## config.mk

```make
export PLATFORM = sky130hd
export DESIGN_NAME = tone_generator
export DESIGN_NICKNAME = d
export VERILOG_FILES = /design/src/rtl/tone_generator.sv
export SDC_FILE = /design/constraint.sdc
export NUM_CORES = 1
export LEC_CHECK = 0
export ABC_AREA = 1
export BUFFER_PORTS_ARGS = -buffer_cell sky130_fd_sc_hd__buf_2
export CORE_MARGIN = 2
export CORE_UTILIZATION = 63
export CTS_BUF_LIST = sky130_fd_sc_hd__clkbuf_4 sky130_fd_sc_hd__clkbuf_8
export CTS_CLUSTER_DIAMETER = 150
export CTS_CLUSTER_SIZE = 10
export DETAILED_ROUTE_END_ITERATION = 16
export GPL_TIMING_DRIVEN = 1
export MAX_ROUTING_LAYER = met4
export PLACE_DENSITY = 0.82
export RECOVER_POWER = 50
export SYNTH_ARGS = -nofsm -noshare
export SYNTH_HDL_FRONTEND = slang
export SYNTH_SLANG_ARGS = --single-unit
```

## constraint.sdc

```tcl
create_clock -name clk -period 2.7 [get_ports clk]
set_input_delay 0.27 -clock clk [delete_from_list [all_inputs] [get_ports clk]]
set_output_delay 0.27 -clock clk [all_outputs]
set_load 0.1 [all_outputs]
```

## src/rtl/tone_generator.sv

```systemverilog
// Square-wave tone generator: plays one divider per note for NOTE_CYCLES,
// then holds silence for GAP_CYCLES, and requests the next divider over valid/ready.
module tone_generator #(
    parameter int DIV_W       = 16,
    parameter int NOTE_CYCLES = 3000000,
    parameter int GAP_CYCLES  = 600000
) (
    input  logic             clk,
    input  logic             rst,
    input  logic             enable,
    input  logic [DIV_W-1:0] div,
    input  logic             div_valid,
    output logic             div_ready,
    output logic             speaker,
    output logic             note_done,
    output logic             busy
);
    localparam int CNT_MAX = (NOTE_CYCLES > GAP_CYCLES) ? NOTE_CYCLES : GAP_CYCLES;
    localparam int CNT_W   = (CNT_MAX > 1) ? $clog2(CNT_MAX) : 1;

    localparam logic [CNT_W-1:0] NOTE_LAST = CNT_W'(NOTE_CYCLES - 1);
    localparam logic [CNT_W-1:0] GAP_LAST  = CNT_W'((GAP_CYCLES > 0) ? GAP_CYCLES - 1 : 0);
    localparam logic [CNT_W-1:0] CNT_ONE   = CNT_W'(1);
    localparam logic [DIV_W-2:0] HALF_ONE  = (DIV_W-1)'(1);

    typedef enum logic [1:0] {
        IDLE,
        PLAY,
        GAP
    } state_t;

    state_t           state;
    logic [CNT_W-1:0] dur_cnt;
    logic [DIV_W-2:0] half;
    logic [DIV_W-2:0] half_cnt;

    // Only the half period matters, so an odd divider rounds down.
    logic unused_div_lsb;
    assign unused_div_lsb = div[0];

    assign div_ready = (state == IDLE) && enable;
    assign busy      = (state != IDLE);

    always_ff @(posedge clk or negedge rst) begin
        if (!rst) begin
            state     <= IDLE;
            speaker   <= 1'b0;
            note_done <= 1'b0;
            dur_cnt   <= '0;
            half_cnt  <= '0;
            half      <= '0;
        end else if (!enable) begin
            // Abort without signalling completion.
            state     <= IDLE;
            speaker   <= 1'b0;
            note_done <= 1'b0;
            dur_cnt   <= '0;
            half_cnt  <= '0;
        end else begin
            note_done <= 1'b0;
            case (state)
                IDLE: begin
                    speaker <= 1'b0;
                    if (div_valid) begin
                        half     <= div[DIV_W-1:1];
                        dur_cnt  <= '0;
                        half_cnt <= '0;
                        state    <= PLAY;
                    end
                end
                PLAY: begin
                    if (dur_cnt == NOTE_LAST) begin
                        speaker  <= 1'b0;
                        dur_cnt  <= '0;
                        half_cnt <= '0;
                        if (GAP_CYCLES > 0) begin
                            state <= GAP;
                        end else begin
                            state     <= IDLE;
                            note_done <= 1'b1;
                        end
                    end else begin
                        dur_cnt <= dur_cnt + CNT_ONE;
                        if (half == '0) begin
                            speaker <= 1'b0;
                        end else if (half_cnt == half - HALF_ONE) begin
                            half_cnt <= '0;
                            speaker  <= ~speaker;
                        end else begin
                            half_cnt <= half_cnt + HALF_ONE;
                        end
                    end
                end
                GAP: begin
                    speaker <= 1'b0;
                    if (dur_cnt == GAP_LAST) begin
                        dur_cnt   <= '0;
                        state     <= IDLE;
                        note_done <= 1'b1;
                    end else begin
                        dur_cnt <= dur_cnt + CNT_ONE;
                    end
                end
                default: begin
                    state   <= IDLE;
                    speaker <= 1'b0;
                end
            endcase
        end
    end
endmodule

```

==> results.md, run 1 <==
* I/O Buffers at 22
* Crit Path Max Fanout at 14
* Synth Area per Inst at ~7.1 um2
* Remaining antenna violation count at 0
* Sequential share of the synthesized area at 36.2%
* CP required at 2.88 ns
* Effective utilization at floorplan at 65.4%
* Register bit count reported by yosys at 56
* GRT met1 Usage at 33.7%
* Vias in the first global route at 3486
* Slew Viols, Final at 28
* P&R area growth vs syn at 6.46%
* CTS tree: done
* Failing checks: capacitance limit, slew limit
* Largest net degree at the start of global routing at 28
* Post-DP HPWL at ~6.8 mm
* Clock skew at 0.00688 ns
* ANT cells at 0
* Critical R2R Capture: dur_cnt[12]
* Core Box Area at 0.00592 mm2
* Fraction of layout cells with a size suffix above 1 at 11.6%
* Final wirelength at 8.85 mm
* Post-layout min period at 2.35 ns
* GR Overflow Total at 0
* Gate Count Post-Synth at between 500 and 600
* Die width at 82.4 um
* Layout Nets at 595
* Clock Tree Buf Depth at 2
* Pre-Repair DR Iteration Count at 4
* VDD IR max at 436 uV
* CTS Buf Count at 5
* CTS root buffer: clkbuf_8
* Final period util at 87.0%
* Via density at 5.58
* R2R cell count at 9
* WP data arrival at 2.53 ns
* Status: finished, violations left
* Max Clk Rate at 0.426 GHz
* Reg2Reg Setup Slack at 0.35 ns
* Setup TNS at 0 ns
* Yosys cell types at 35
* Syn_nets at 571
* Grt met3 use at 3.26%
* Routability congestion estimate at 0.911
* Die ar. at 0.00679 mm2
* Startpoint Class: flip-flop
* RSZ-0062 raised after global routing: false
* Post-CTS Resized at 0
* Final setup vio count at 0
* Overall Power at between 2000 and 3000 uW
* # rows at 28
* Source of the worst hold timing path: div[3]
* Initial antenna violation count at 0
* Clock transition at path regs at ~0.10 ns
* Post-CTS setup buffer count at 0
* Initial DRC count at between 200 and 250
* Die H at 82.4 um
* CP Capture Type: flip-flop
* Worst r2r src: state[1]
* Hold path depth at 2
* Gr busiest metal: met2
* # IOs at 24
* Via count at roughly 3600
* Total GRT Usage at 29.4%
* Max Cap Viol at 1
* Lkg Pwr at 0.00195 uW
* Min-Delay Endpoint: half[2]
* Met2 usage at 52.2%
* Worst-Skew Late Latency at approximately 0.30 ns
* H-tree Lvls at 2
* Yosys warns at 0
* # clock sinks at 56
* Tightest Pin Transition at 1.56 ns
* # DRC at 0
* Routed len/inst at 13.8 um
* Max_slew headroom at -3.92%
* Fin. Hold Viols at 0
* Hold Crit Class: in2reg
* Mapped Area at 0.00387 mm2
* Post-Route Utilization at 69.6%
* Critical path class: reg2reg
* PD cells at between 600 and 700 mW/mm2
* First-pass GRT wire length at 15.1 mm
worst max-delay path, stage by stage (launching register included):
cell	delay (ns)
dfrtp_1	0.43
inv_1	0.11
ha_1	0.42
nand3b_1	0.16
nand2_2	0.20
nor4_1	0.43
nand2_1	0.09
nor2_1	0.15
xor2_1	0.17
nor2_1	0.06
state kept, by name (all words and copies together), names as in the netlist:
signal,count
note_done,1
half,15
half_cnt,15
speaker,1
dur_cnt,22
state,2
metrics by stage:
stage	setup slack (ns)	cells	instance area [um2]	hold slack [ns]
floorplan	0.456	544	3870	-0.0256
global placement	0.454	635	4040	0.327
detailed placement	0.392	635	4040	0.332
CTS	0.355	643	4130	0.178
global route	0.0344	643	4120	0.183
finish	0.350	643	4120	0.193
timing repair:
| item | 4_1_cts | 5_1_grt |
|---|---|---|
| endpoints found under the hold margin | 25 | 0 |
| hold buffers | 1 | 0 |
| setup endpoints to repair | 0 | 0 |
per-layer routing:
metal | vias to the layer above | wire length [um]
li1 | 1793 | -
met1 | 1691 | 3660
met2 | 81 | 4700
met3 | 20 | 291
met4 | 0 | 193
met5 | - | 0
how the worst max path moves through the flow:
stage | end | from | depth (start not counted) | slack (ns)
floorplan | dur_cnt[12] | state[1] | 10 | 0.46
global placement | dur_cnt[19] | state[1] | 9 | 0.45
detailed placement | dur_cnt[19] | state[1] | 9 | 0.39
CTS | dur_cnt[19] | state[1] | 9 | 0.36
global route | dur_cnt[19] | state[1] | 9 | 0.03
finish | dur_cnt[12] | state[1] | 9 | 0.35
cell families (layout without fill, tap and decap cells):
family / after synthesis / in the layout / share of synthesized area (%)
buffers and inverters: 89 / 113 / 9.24
adder cells (fa/ha/maj): 7 / 7 / 2.26
flip-flops: 56 / 56 / 36.2
AND/OR/NAND/NOR: 318 / 318 / 38.5
AO/OA/AOI/OAI: 44 / 44 / 6.72
XOR/XNOR: 26 / 26 / 5.88
multiplexers: 4 / 4 / 1.16
Yosys cell counts:
| cell type | n | share of area [%] |
|---|---|---|
| inv_1 | 75 | 7.3 |
| ha_1 | 7 | 2.3 |
| nand3_1 | 40 | 5.2 |
| nand3_2 | 3 | 0.78 |
| nor3_4 | 1 | 0.42 |
| dfrtp_1 | 56 | 36 |
| o21ai_0 | 15 | 1.9 |
| nor3_2 | 1 | 0.26 |
| nor2_1 | 68 | 6.6 |
| mux2_2 | 4 | 1.2 |
| xor2_1 | 16 | 3.6 |
| nor3_1 | 19 | 2.5 |
| buf_4 | 1 | 0.19 |
| clkbuf_1 | 2 | 0.19 |
| a22oi_1 | 1 | 0.19 |
| a21oi_2 | 5 | 1.1 |
| inv_2 | 5 | 0.48 |
| nor2_4 | 4 | 1.2 |
| nor2_2 | 5 | 0.81 |
| nand2_1 | 134 | 13 |
| a21oi_1 | 18 | 2.3 |
| xnor2_1 | 10 | 2.3 |
| nand4_1 | 27 | 4.4 |
| nand3_4 | 1 | 0.45 |
| nor4_2 | 1 | 0.32 |
| o22ai_1 | 2 | 0.32 |
| nand2_4 | 3 | 0.87 |
| a21oi_4 | 1 | 0.42 |
| nor4_1 | 3 | 0.48 |
| o21bai_1 | 1 | 0.19 |
| nand3b_1 | 4 | 0.78 |
| buf_2 | 4 | 0.52 |
| nand2_2 | 4 | 0.65 |
| o31ai_1 | 1 | 0.19 |
| buf_6 | 2 | 0.58 |
power breakdown:
| group | internal [uW] | switching, uW | total, uW | leakage [uW] |
|---|---|---|---|---|
| sequential | 971 | 181 | 1150 | 0.000737 |
| combinational | 365 | 821 | 1190 | 0.00116 |
| clock | 188 | 271 | 459 | 0.0000445 |
| total | 1520 | 1270 | 2800 | 0.00195 |
cells in the final DEF (no fill, tap or decap), types with 10 or more instances in the layout:
cell type	Yosys	routed
buf_2	4	19
a21oi_1	18	18
xor2_1	16	16
inv_1	75	75
o21ai_0	15	15
nand4_1	27	27
nor2_1	68	68
dfrtp_1	56	56
nor3_1	19	19
xnor2_1	10	10
nand3_1	40	40
nand2_1	134	134
final cells by class:
| cell class | instances | area [um2] |
|---|---|---|
| clock buffers | 6 | 76.3 |
| clock inverters | 1 | 5.00 |
| fillers | 517 | 1800 |
| inverters | 80 | 300 |
| multi-input cells | 399 | 2110 |
| flip-flops and latches | 56 | 1400 |
| well taps | 75 | 93.8 |
| repair buffers | 26 | 133 |
No activity file was read; power rests on OpenSTA's default activity.
==> run 2, diff against run 1 <==
Settings changed: REMOVE_ABC_BUFFERS set to 1.
==> run 2 against run 1 <==
The flow now finishes without violations. Cell area rose by 1.5%. Power rose by 5.1%. Routed wire length rose by 0.26%.
==> results.md, run 2 (synthesized netlist as in run 1, its figures left out) <==
* Status: finished, final reports clean
* CP Capture Type: flip-flop
* Layout Nets at 597 (+0.34%)
* Worst-Skew Late Latency at 0.32 ns (+0.02 ns)
* GRT met1 Usage at 30.4% (-3.2 points)
* Startpoint Class: flip-flop
* Clock transition at path regs at 0.10 ns (about the same)
* Gr busiest metal: met2
* Met2 usage at 53.6% (+1.5 points)
* # IOs at 24 (unchanged)
* Routed len/inst at 13.7 um (-0.21%)
* Total GRT Usage at 29.4% (about the same)
* Critical path class: reg2reg
* RSZ-0062 raised after global routing: false
* Die H at 82.4 um (unchanged)
* Clock skew at 0.00923 ns (+0.00235 ns)
* Number of flip-flops in the largest register at 22 (unchanged)
* Buf+Inv Stages, Crit Path at 1 (unchanged)
* Setup TNS at 0 ns (unchanged)
* Post-CTS setup buffer count at 0 (unchanged)
* Critical R2R Capture: dur_cnt[12]
* Routability congestion estimate at 0.962 (+5.6%)
* WP data arrival at 2.45 ns (-0.08 ns)
* Via count at 3565 (-0.56%)
* Min-Delay Endpoint: half[14]
* Slew Viols, Final at 0 (-100%)
* Biggest register: dur_cnt
* Source of the worst hold timing path: div[15]
* ANT cells at 0 (unchanged)
* Core Box Area at 0.00592 mm2 (unchanged)
* Initial DRC count at 365 (+57%)
* Most frequent CP cell: nor2_1
* CTS root buffer: clkbuf_8
* Post-Route Utilization at 70.7% (+1.1 points)
* Post-DP HPWL at 6.79 mm (+0.21%)
* # DRC at 0 (unchanged)
* Hold-fix buffers, CTS at 1 (unchanged)
* Max_slew headroom at 3.70% (+7.6 points)
* H-tree Lvls at 2 (unchanged)
* Final period util at 84.0% (-3.0 points)
* CP max stage delay at 0.43 ns (about the same)
* First-pass GRT wire length at 15.0 mm (-0.50%)
* Top Registers: dur_cnt: 22 flops, half: 15 flops, half_cnt: 15 flops
* Fin. Hold Viols at 0 (unchanged)
* PD cells at 702 mW/mm2 (+3.5%)
* Initial antenna violation count at 0 (unchanged)
* Final setup vio count at 0 (unchanged)
* Post-layout min period at 2.27 ns (-0.0814 ns)
* Overall Power at 2940 uW (+5.1%)
* Hold Crit Class: in2reg
* Final wirelength at 8.87 mm (+0.26%)
* CTS tree: done
* Grt met3 use at 4.46% (+1.2 points)
* CP required at 2.89 ns (about the same)
* Lkg Pwr at 0.00198 uW (+1.9%)
* R2R cell count at 9 (unchanged)
* Reg2Reg Setup Slack at 0.43 ns (+0.08 ns)
* Most common cell after layout, fill and taps aside: nand2_1
* Fraction of layout cells with a size suffix above 1 at 12.3% (+0.64 points)
* Commonest non-fill, non-tap cells in the layout: 134 x nand2_1, 75 x inv_1, 69 x nor2_1
* # clock sinks at 56 (unchanged)
* Crit Path Max Fanout at 10 (-4)
* Worst r2r src: state[1]
* Remaining antenna violation count at 0 (unchanged)
* Max Clk Rate at 0.441 GHz (+3.6%)
* I/O Buffers at 22 (unchanged)
* CP max-delay cell: dfrtp_1
* VDD IR max at 454 uV (+4.0%)
* Effective utilization at floorplan at 65.4% (unchanged)
* Pre-Repair DR Iteration Count at 4 (unchanged)
* # rows at 28 (unchanged)
* Largest net degree at the start of global routing at 33 (+18%)
* GR Overflow Total at 0 (unchanged)
* Clock Tree Buf Depth at 2 (unchanged)
* Vias in the first global route at 3516 (+0.86%)
* Post-CTS Resized at 0 (unchanged)
* Max Cap Viol at 0 (-1)
* Tightest Pin Transition at 1.44 ns (-0.114 ns)
* Cell family with most CP delay: simple AND/OR/NAND/NOR gates
* CTS Buf Count at 5 (unchanged)
* CP Cell Sequence: inv_1, ha_1, nand3b_1, nand2_2, nor4_1, nand2_1, nor2_1, xor2_1, nor2_1
* P&R area growth vs syn at 8.08%
* Hold path depth at 2 (unchanged)
* Via density at 5.52 (-1.0%)
* Die width at 82.4 um (unchanged)
* Die ar. at 0.00679 mm2 (unchanged)
==> run 2: worst max path at each step <==
| stage | startpoint | endpoint | slack, ns | cells past startpoint |
|---|---|---|---|---|
| 3_3_place_gp | state[1] | dur_cnt[12] | 0.51 | 9 |
| 5_1_grt | state[1] | dur_cnt[12] | 0.25 | 9 |
| 4_1_cts | state[1] | dur_cnt[12] | 0.43 | 9 |
| 6_report | state[1] | dur_cnt[12] | 0.43 | 9 |
| 2_1_floorplan | state[1] | dur_cnt[12] | 0.36 | 10 |
| 3_5_place_dp | state[1] | dur_cnt[12] | 0.46 | 9 |
==> run 2: cell type report <==
class	instances	area (um2)
Clock buffer	6	76.3
Clock inverter	2	35.0
Fill cell	497	1740
Inverter	80	300
Multi-Input combinational cell	399	2110
Sequential cell	56	1400
Tap cell	75	93.8
Timing Repair Buffer	28	168
==> run 2: metrics by stage <==
| stage | hold slack (ns) | cells | setup WS [ns] | area (um2) |
|---|---|---|---|---|
| 3_3_place_gp | 0.302 | 637 | 0.512 | 4070 |
| 4_1_cts | 0.172 | 646 | 0.430 | 4190 |
| 5_1_grt | 0.178 | 646 | 0.246 | 4190 |
| 6_report | 0.174 | 646 | 0.432 | 4190 |
| 2_1_floorplan | -0.0256 | 535 | 0.361 | 3810 |
| 3_5_place_dp | 0.307 | 637 | 0.461 | 4070 |
==> run 2: report_power, final <==
group	internal (uW)	total [uW]	switching [uW]	leakage, uW
clock	286	571	285	0.0000586
combinational	381	1220	840	0.00119
sequential	971	1150	177	0.000737
==> run 2: layer usage <==
layer,up-vias,wire [um]
met5,-,0
li1,1794,-
met2,81,4610
met4,0,315
met3,34,282
met1,1656,3660
